[src/rtl/uart_pkg.sv]
// rtl/uart_pkg.sv - shared UART types, defaults and parity-mode constants
package uart_pkg;

  localparam int UART_DATA_BITS  = 8;
  localparam int UART_OVERSAMPLE = 16;

  localparam bit UART_PARITY_EVEN = 1'b0;
  localparam bit UART_PARITY_ODD  = 1'b1;

  typedef enum logic [2:0] {
    ST_IDLE,
    ST_START,
    ST_DATA,
    ST_PARITY,
    ST_STOP
  } uart_rx_state_t;

endpackage

[src/rtl/rx_bit_counter.sv]
// rtl/rx_bit_counter.sv - saturating down-counter of data bits left in a frame
module rx_bit_counter #(
  parameter int W = 4
) (
  input  logic         clk,
  input  logic         rst_n,
  input  logic         load,
  input  logic         dec,
  input  logic [W-1:0] load_val,
  output logic         zero
);

  logic [W-1:0] cnt;

  always_ff @(posedge clk or negedge rst_n) begin
    if (!rst_n) begin
      cnt <= '0;
    end else if (load) begin
      cnt <= load_val;
    end else if (dec && cnt != '0) begin
      cnt <= cnt - W'(1);
    end
  end

  // zero reflects the post-update count so the FSM can leave DATA on the last sample edge
  always_comb begin
    if (load) begin
      zero = (load_val == '0);
    end else if (dec) begin
      zero = (cnt <= W'(1));
    end else begin
      zero = (cnt == '0);
    end
  end

endmodule

[src/rtl/uart_rx.sv]
// rtl/uart_rx.sv - oversampling UART receiver with parity and framing checks
module uart_rx
  import uart_pkg::*;
#(
  parameter int DATA_BITS  = UART_DATA_BITS,
  parameter int OVERSAMPLE = UART_OVERSAMPLE,
  parameter bit PARITY_EN  = 1'b1,
  parameter bit PARITY_ODD = UART_PARITY_EVEN
) (
  input  logic                 clk,
  input  logic                 rst_n,
  input  logic                 tick_16x,
  input  logic                 rx,
  output logic [DATA_BITS-1:0] data_out,
  output logic                 data_valid,
  output logic                 parity_err,
  output logic                 frame_err,
  output logic                 busy
);

  localparam int CW = $clog2(OVERSAMPLE);
  localparam int BW = $clog2(DATA_BITS + 1);
  localparam logic [CW-1:0] MID  = CW'(OVERSAMPLE / 2 - 1);
  localparam logic [CW-1:0] LAST = CW'(OVERSAMPLE - 1);

  uart_rx_state_t state, state_n;
  logic rx_meta, rx_s, rx_prev;
  logic [CW-1:0] os_cnt;
  logic [DATA_BITS-1:0] shift_q;
  logic par_bad;
  logic cnt_clr, bit_load, bit_dec, bit_zero, shift_en, par_chk, stop_chk;

  rx_bit_counter #(.W(BW)) u_bit_cnt (
    .clk      (clk),
    .rst_n    (rst_n),
    .load     (bit_load),
    .dec      (bit_dec),
    .load_val (BW'(DATA_BITS)),
    .zero     (bit_zero)
  );

  always_comb begin
    state_n  = state;
    cnt_clr  = 1'b0;
    bit_load = 1'b0;
    bit_dec  = 1'b0;
    shift_en = 1'b0;
    par_chk  = 1'b0;
    stop_chk = 1'b0;
    case (state)
      // a falling edge is required, so a line held low after a break never restarts
      ST_IDLE: if (rx_prev && !rx_s) begin
        state_n = ST_START;
        cnt_clr = 1'b1;
      end
      ST_START: if (tick_16x && os_cnt == MID) begin
        cnt_clr = 1'b1;
        if (!rx_s) begin
          state_n  = ST_DATA;
          bit_load = 1'b1;
        end else begin
          state_n = ST_IDLE;
        end
      end
      ST_DATA: if (tick_16x && os_cnt == LAST) begin
        shift_en = 1'b1;
        bit_dec  = 1'b1;
        if (bit_zero) begin
          cnt_clr = 1'b1;
          state_n = PARITY_EN ? ST_PARITY : ST_STOP;
        end
      end
      ST_PARITY: if (tick_16x && os_cnt == LAST) begin
        par_chk = 1'b1;
        cnt_clr = 1'b1;
        state_n = ST_STOP;
      end
      ST_STOP: if (tick_16x && os_cnt == LAST) begin
        stop_chk = 1'b1;
        cnt_clr  = 1'b1;
        state_n  = ST_IDLE;
      end
      default: state_n = ST_IDLE;
    endcase
  end

  always_ff @(posedge clk or negedge rst_n) begin
    if (!rst_n) begin
      rx_meta    <= 1'b1;
      rx_s       <= 1'b1;
      rx_prev    <= 1'b1;
      state      <= ST_IDLE;
      os_cnt     <= '0;
      shift_q    <= '0;
      par_bad    <= 1'b0;
      data_out   <= '0;
      data_valid <= 1'b0;
      parity_err <= 1'b0;
      frame_err  <= 1'b0;
    end else begin
      rx_meta    <= rx;
      rx_s       <= rx_meta;
      rx_prev    <= rx_s;
      state      <= state_n;
      data_valid <= 1'b0;
      parity_err <= 1'b0;
      frame_err  <= 1'b0;
      if (cnt_clr) begin
        os_cnt <= '0;
      end else if (tick_16x && state != ST_IDLE) begin
        os_cnt <= (os_cnt == LAST) ? '0 : os_cnt + CW'(1);
      end
      if (shift_en) begin
        shift_q <= {rx_s, shift_q[DATA_BITS-1:1]};
      end
      if (bit_load) begin
        par_bad <= 1'b0;
      end else if (par_chk) begin
        par_bad <= (rx_s != ((^shift_q) ^ PARITY_ODD));
      end
      if (stop_chk) begin
        if (rx_s) begin
          data_out   <= shift_q;
          data_valid <= 1'b1;
          parity_err <= par_bad;
        end else begin
          frame_err <= 1'b1;
        end
      end
    end
  end

  assign busy = (state != ST_IDLE);

endmodule
[config.mk]
export PLATFORM = sky130hd
export DESIGN_NAME = uart_rx
export DESIGN_NICKNAME = d
export VERILOG_FILES = /design/src/rtl/uart_pkg.sv /design/src/rtl/rx_bit_counter.sv /design/src/rtl/uart_rx.sv
export SDC_FILE = /design/constraint.sdc
export NUM_CORES = 1
export LEC_CHECK = 0
export ABC_AREA = 1
export CAP_MARGIN = 20
export CORE_MARGIN = 2
export CORE_UTILIZATION = 56
export CTS_BUF_LIST = sky130_fd_sc_hd__clkbuf_4 sky130_fd_sc_hd__clkbuf_8 sky130_fd_sc_hd__clkbuf_16
export DETAILED_ROUTE_END_ITERATION = 8
export PLACE_DENSITY = 0.78
export SLEW_MARGIN = 20
export SYNTH_ARGS = -nofsm -noshare
export SYNTH_HDL_FRONTEND = slang
export SYNTH_SLANG_ARGS = --single-unit
[constraint.sdc]
create_clock -name clk -period 1.6 [get_ports clk]
set_input_delay 0.32 -clock clk [delete_from_list [all_inputs] [get_ports clk]]
set_output_delay 0.32 -clock clk [all_outputs]
set_load 0.05 [all_outputs]
==> summary.txt, run 1 <==
Global route
  • Largest net degree at the start of global routing: 35
  • All-Layer GR Usage: 21.0%
  • First-pass GRT wire length: 5.40 mm
  • Initial antenna violation count: 0
  • Total grt overflow: 0
  • Vias in the first global route: 1,258

Place
  • Detailed Place HPWL: 2.38 mm
  • Placed cells: 289
  • Placed cell area: 1990 um2
  • Port Buffer Count: 15
  • RePlAce Congestion: 0.878

Floorplan
  • Die height: 60.1 um
  • Initial core utilization: 58.2%
  • Die outline width: 60.1 um
  • I/O pins: 16
  • Floorplan core area: 3030 um2
  • Die Area: 3610 um2
  • # rows: 20

Routing
  • Detailed Route Iter0 Violations: 105
  • Antenna violation net count after detailed routing: 0
  • Total Wirelength: 3.35 mm
  • DR DRC count: 0
  • Total number of vias: 1,492
  • Wire length per cell: 11.1 um
  • Vias per cell: 4.94
  • DRT Pass-1 Iters: 4

Critical path
  • Setup crit end kind: output port
  • Worst reg2reg endpoint: data_out[0]
  • FF-to-FF setup slack: 70 ps
  • Cells on worst reg2reg path: 9
  • Worst EP arrival: 1230 ps
  • Critical path fanouts, max: 2
  • Worst Path Required: 1280 ps
  • Critical path type: reg -> out
  • Worst r2r src: os_cnt[1]
  • CP Launch Type: register

Finish
  • Ant diodes: 0
  • End-of-flow core utilization: 70.7%
  • Fill cells: 233
  • Synth-to-layout area growth: 21.4%
  • Layout cells sized above 1: 21.3%
  • Non-filler instance count after layout: 302
  • NumNets Final: 264
  • Final Instance Area: 2140 um2

Clock tree
  • Clk_lat worst skew: 340 ps
  • H-tree levels: 2
  • Root buf cell: clkbuf_4
  • Clock Sinks: 34
  • Worst-path clk slew: 100 ps
  • Total CTS buffers: 5
  • Bufs on Longest Clock Path: 2
  • CTS tree: yes

Pwr
  • Pwr Density: 1040 nW/um2
  • Maximum vdd drop: 626 uV
  • P_leak: 1.15 nW

Synth
  • Synthesized area per cell: 7.86 um2
  • Top_reg_cell synth: dfrtp_1
  • Synth warn: 0
  • Area of the mapped netlist: 1760 um2
  • Post-synth EDFFs: 0
  • Sequential share of the synthesized area: 48.5%
  • Synth Register Bits: 34
  • Distinct cell type count after synthesis: 26
  • Cells after Synth: 224
  • Async set-reset flop share out of synthesis: 100%
  • Syn nets: 231

Timing
  • RSZ-0062 raised after global routing: yes
  • Worst Skew: 8.30 ps
  • Worst-margin pin slew: 348 ps
  • Final critical-path required period: 1550 ps
  • Worst-case hold slack: 344 ps
  • Final setup fails: 0
  • Fin. max-slew vios: 0
  • Slew margin rel.: 76.7%
  • Final worst-path cycle share: 96.8%
  • Setup tns final: 0 ps
  • Peak Freq: 645 MHz
  • Hold Vio Cnt, Final: 0

Outcome
  • Outcome: complete, no violations

Job
  • Max_cap viols: 0

Min path
  • HP Class: in -> async
==> worst max-delay path, cell delays in order (launching register included) <==
cell and delay, ps:
dfrtp_1 400, nor2_2 130, inv_1 60, nor2_2 90
inv_1 60, buf_6 150
==> registers in the layout, summed over array words and instances, names as in the netlist <==
name and flops:
os_cnt 4, par_bad 1, data_out 8, data_valid 1, shift_q 8, rx_prev 1, rx_meta 1, state 3
u_bit_cnt.cnt 4, rx_s 1, frame_err 1, parity_err 1
==> how the worst max path moves through the flow <==
stage	startpoint	endpoint	slack, ps
6_report	state[0]	busy	50
5_1_grt	os_cnt[1]	data_out[0]	-60
4_1_cts	state[2]	busy	8
3_5_place_dp	tick_16x	os_cnt[0]	-100
3_3_place_gp	tick_16x	os_cnt[0]	-80
2_1_floorplan	os_cnt[0]	data_out[7]	170
==> report_power, final <==
group / internal, W / total [W] / switching, W / leakage [nW]
sequential: 0.000944 / 0.00102 / 0.0000811 / 0.448
clock: 0.000300 / 0.000590 / 0.000290 / 0.0446
combinational: 0.000243 / 0.000616 / 0.000373 / 0.662
total: 0.00149 / 0.00223 / 0.000744 / 1.15
==> what timing repair did <==
item,4_1_cts,5_1_grt
gates resized for setup,1,11
setup buffers,2,2
pin swaps,1,5
endpoints found under the setup margin,1,15
hold buffers,0,0
cloned,0,1
==> cell families (layout without fill, tap and decap cells) <==
family | count (synthesis) | count (layout) | share of synthesized area, %
simple gates | 126 | 127 | 32.0
xor+xnor | 2 | 2 | 0.994
compound gates | 28 | 28 | 9.23
buf+inv | 31 | 64 | 7.10
fa+ha+maj | 3 | 3 | 2.13
flops | 34 | 34 | 48.5
==> area by class of cell <==
| class | instances | area [um2] | share of cell area [%] |
|---|---|---|---|
| inverter | 29 | 113 | 5.26 |
| multi-input combinational | 160 | 808 | 37.8 |
| sequential | 34 | 855 | 39.9 |
| timing repair buffer | 27 | 230 | 10.8 |
| clock buffer | 8 | 78.8 | 3.68 |
| tap | 44 | 55.1 | 2.57 |
==> stage by stage <==
| step | setup slack (ps) | power (W) |
|---|---|---|
| 6_report | 50.7 | 0.00223 |
| 2_1_floorplan | 169 | 0.00143 |
| 4_1_cts | 7.95 | 0.00223 |
| 3_5_place_dp | -101 | 0.00160 |
| 5_1_grt | -57.5 | 0.00238 |
| 3_3_place_gp | -80.0 | 0.00160 |
==> Yosys cell counts (4+ instances only) <==
cell     number  area, um2
nor2_2        4       25.0
inv_1        24       90.1
o21ai_0      15       75.1
nand3_1      15       75.1
o21a_1        6       45.0
dfrtp_1      31        776
nand2_1      80        300
inv_2         4       15.0
nor2_1       17       63.8
==> cells in the final DEF (no fill, tap or decap), drive strengths merged <==
cell type and count:
o21a 6, clkdlybuf4s50 3, dfstp 3, a31oi 1, nor3b 1, a21oi 3
nand4 3, nor3 1, nor2 24, o21bai 2, buf 24, o22ai 1
clkinv 1, ha 3, o21ai 15, nand3 16, nand2 82, xor2 2
clkbuf 8, dfrtp 31, inv 28
==> routing by layer <==
metal,routed length (um),GRT usage (%),up-vias,part of all wire (%)
met5,0,0,-,0
met1,1550,27.8,678,46
li1,-,-,775,-
met3,175,7.79,7,5.2
met2,1550,31.4,32,46
met4,70,7.62,0,2.1
Note: power is estimated with default switching activity, not from simulation.
==> run 2, diff against run 1 <==
--- a/config.mk
+++ b/config.mk
@@ -11,7 +11,7 @@
 export CORE_UTILIZATION = 56
 export CTS_BUF_LIST = sky130_fd_sc_hd__clkbuf_4 sky130_fd_sc_hd__clkbuf_8 sky130_fd_sc_hd__clkbuf_16
 export DETAILED_ROUTE_END_ITERATION = 8
-export PLACE_DENSITY = 0.78
+export PLACE_DENSITY_LB_ADDON = 0.3
 export SLEW_MARGIN = 20
 export SYNTH_ARGS = -nofsm -noshare
 export SYNTH_HDL_FRONTEND = slang
==> run 2 against run 1 <==
  * Non-clock buffer count grew 2
  * Count of clock-buffer cells in the layout down 3
  * Global-route usage fell by 1.0 points
  * Clock power increased by 5.6%
  * First-iteration DRC count decreased by 41%
  * Routed wire length is 3.6% lower
  * Highest routed layer unchanged
  * Combinational power up 11%
  * Cell area is 1.6% higher
  * Sequential share of layout area shrank 0.59 points
  * Sequential cell count unchanged
==> summary.txt, run 2 (same netlist as run 1, synthesis figures left out) <==
Outcome
  • Outcome: complete, no violations

Pwr
  • Int Power: 0.00154 W
  • Sequential Power Share: 44.3%
  • Sw power: 0.000795 W
  • Sw Share: 34.0%
  • Maximum vdd drop: 870 uV
  • Comb power frac: 29.1%
  • P_leak: 1.17 nW
  • Clock share of power: 26.6%
  • Pwr Density: 1080 nW/um2

Timing
  • Worst-margin pin slew: 379 ps
  • Hold Vio Cnt, Final: 0
  • Setup tns final: 0 ps
  • Peak Freq: 639 MHz
  • Final critical-path required period: 1560 ps
  • Slew margin rel.: 74.6%
  • Worst Skew: 15.1 ps
  • Final worst-path cycle share: 97.8%
  • Fin. max-slew vios: 0
  • Final setup fails: 0

Place
  • Detailed Place HPWL: 2.27 mm
  • Placed cell area: 1990 um2
  • Port Buffer Count: 15
  • RePlAce Congestion: 0.867

Routing
  • Vias per cell: 4.85
  • DR DRC count: 0
  • Antenna violation net count after detailed routing: 0
  • DRT Pass-1 Iters: 4
  • Wire length per cell: 10.6 um
  • Total number of vias: 1,474
  • Detailed Route Iter0 Violations: 62
  • Total Wirelength: 3.22 mm

Clock tree
  • Total CTS buffers: 5
  • Root buf cell: clkbuf_4
  • CTS tree: yes
  • Clk_lat worst skew: 350 ps
  • Bufs on Longest Clock Path: 2
  • Clock Sinks: 34
  • Worst-path clk slew: 110 ps
  • H-tree levels: 2
  • Hold-fix buffers, CTS: 0

Floorplan
  • Floorplan core area: 3030 um2
  • # rows: 20
  • Die height: 60.1 um
  • Die Area: 3610 um2
  • Die outline width: 60.1 um
  • Initial core utilization: 58.2%
  • I/O pins: 16

Finish
  • NumNets Final: 266
  • Ant diodes: 0
  • Synth-to-layout area growth: 23.4%
  • Most frequent cells in the layout: nand2_1, dfrtp_1, buf_4
  • Final Instance Area: 2170 um2
  • End-of-flow core utilization: 71.8%
  • Registers with the most flip-flops: data_out x8, shift_q x8
  • Most common cell after layout, fill and taps aside: nand2_1
  • Fill cells: 242
  • Layout cells sized above 1: 24.2%

Critical path
  • Worst r2r src: state[1]
  • CP Launch Type: register
  • Worst Path Required: 1280 ps
  • Worst EP arrival: 1240 ps
  • Critical path type: reg -> out
  • Setup crit end kind: output port
  • Critical path fanouts, max: 2
  • FF-to-FF setup slack: 80 ps
  • Worst reg2reg endpoint: os_cnt[0]
  • Cells on worst reg2reg path: 8

Global route
  • Total grt overflow: 0
  • Initial antenna violation count: 0
  • First-pass GRT wire length: 5.28 mm
  • All-Layer GR Usage: 20.0%
  • Largest net degree at the start of global routing: 35
  • Vias in the first global route: 1,320

Job
  • Max_cap viols: 0

Min path
  • HP Class: in -> async
[run 2: how the worst max path moves through the flow]
stage,start,end
finish,state[0],busy
global route,os_cnt[1],data_out[7]
CTS,state[2],busy
detailed placement,tick_16x,u_bit_cnt.cnt[3]
global placement,tick_16x,u_bit_cnt.cnt[3]
floorplan,os_cnt[0],data_out[7]
[run 2: timing repair]
action                     in CTS  in global routing
pin swaps                       2                  6
gates resized for setup         4                 13
gates cloned                    0                  1
setup endpoints to repair       1                 17
buffers inserted                2                  5
[run 2: layout make-up]
type	count	area, um2	share of cell area [%]
flip-flops and latches	34	856	39.4
multi-input cells	160	832	38.3
repair buffers	29	241	11.1
inverters	29	113	5.18
well taps	44	55.1	2.53
clock inverters	3	40.0	1.84
clock buffers	5	37.5	1.73
[run 2: power by group through the flow]
| stage | clock [W] | combinational [W] | sequential (W) |
|---|---|---|---|
| 3_5_place_dp | 0 | 0.000555 | 0.00104 |
| 4_1_cts | 0.000639 | 0.000593 | 0.00103 |
| 3_3_place_gp | 0 | 0.000544 | 0.00104 |
| 2_1_floorplan | 0 | 0.000410 | 0.00102 |
| 6_report | 0.000623 | 0.000681 | 0.00104 |
| 5_1_grt | 0.000667 | 0.000759 | 0.00105 |
[run 2: metrics by stage]
| step | power [W] | cells | hold slack (ps) | setup slack (ps) |
|---|---|---|---|---|
| floorplan | 0.00143 | 224 | 24.4 | 169 |
| global placement | 0.00158 | 288 | 346 | -52.8 |
| detailed placement | 0.00159 | 288 | 347 | -86.7 |
| CTS | 0.00226 | 298 | 335 | 8.22 |
| global route | 0.00247 | 304 | 336 | -13.2 |
| finish | 0.00234 | 304 | 333 | 35.4 |
[run 2: worst max-delay path: stages, from the launching register on]
cell and delay [ps]:
dfrtp_1 430, nor2_4 130, inv_2 50, nor2_4 100
inv_2 40, buf_6 140
[run 2: layer usage]
metal,GRT usage (%),wire (um)
met5,0,0
met4,11.7,81
met3,4.98,142
met2,30.0,1390
met1,26.0,1610
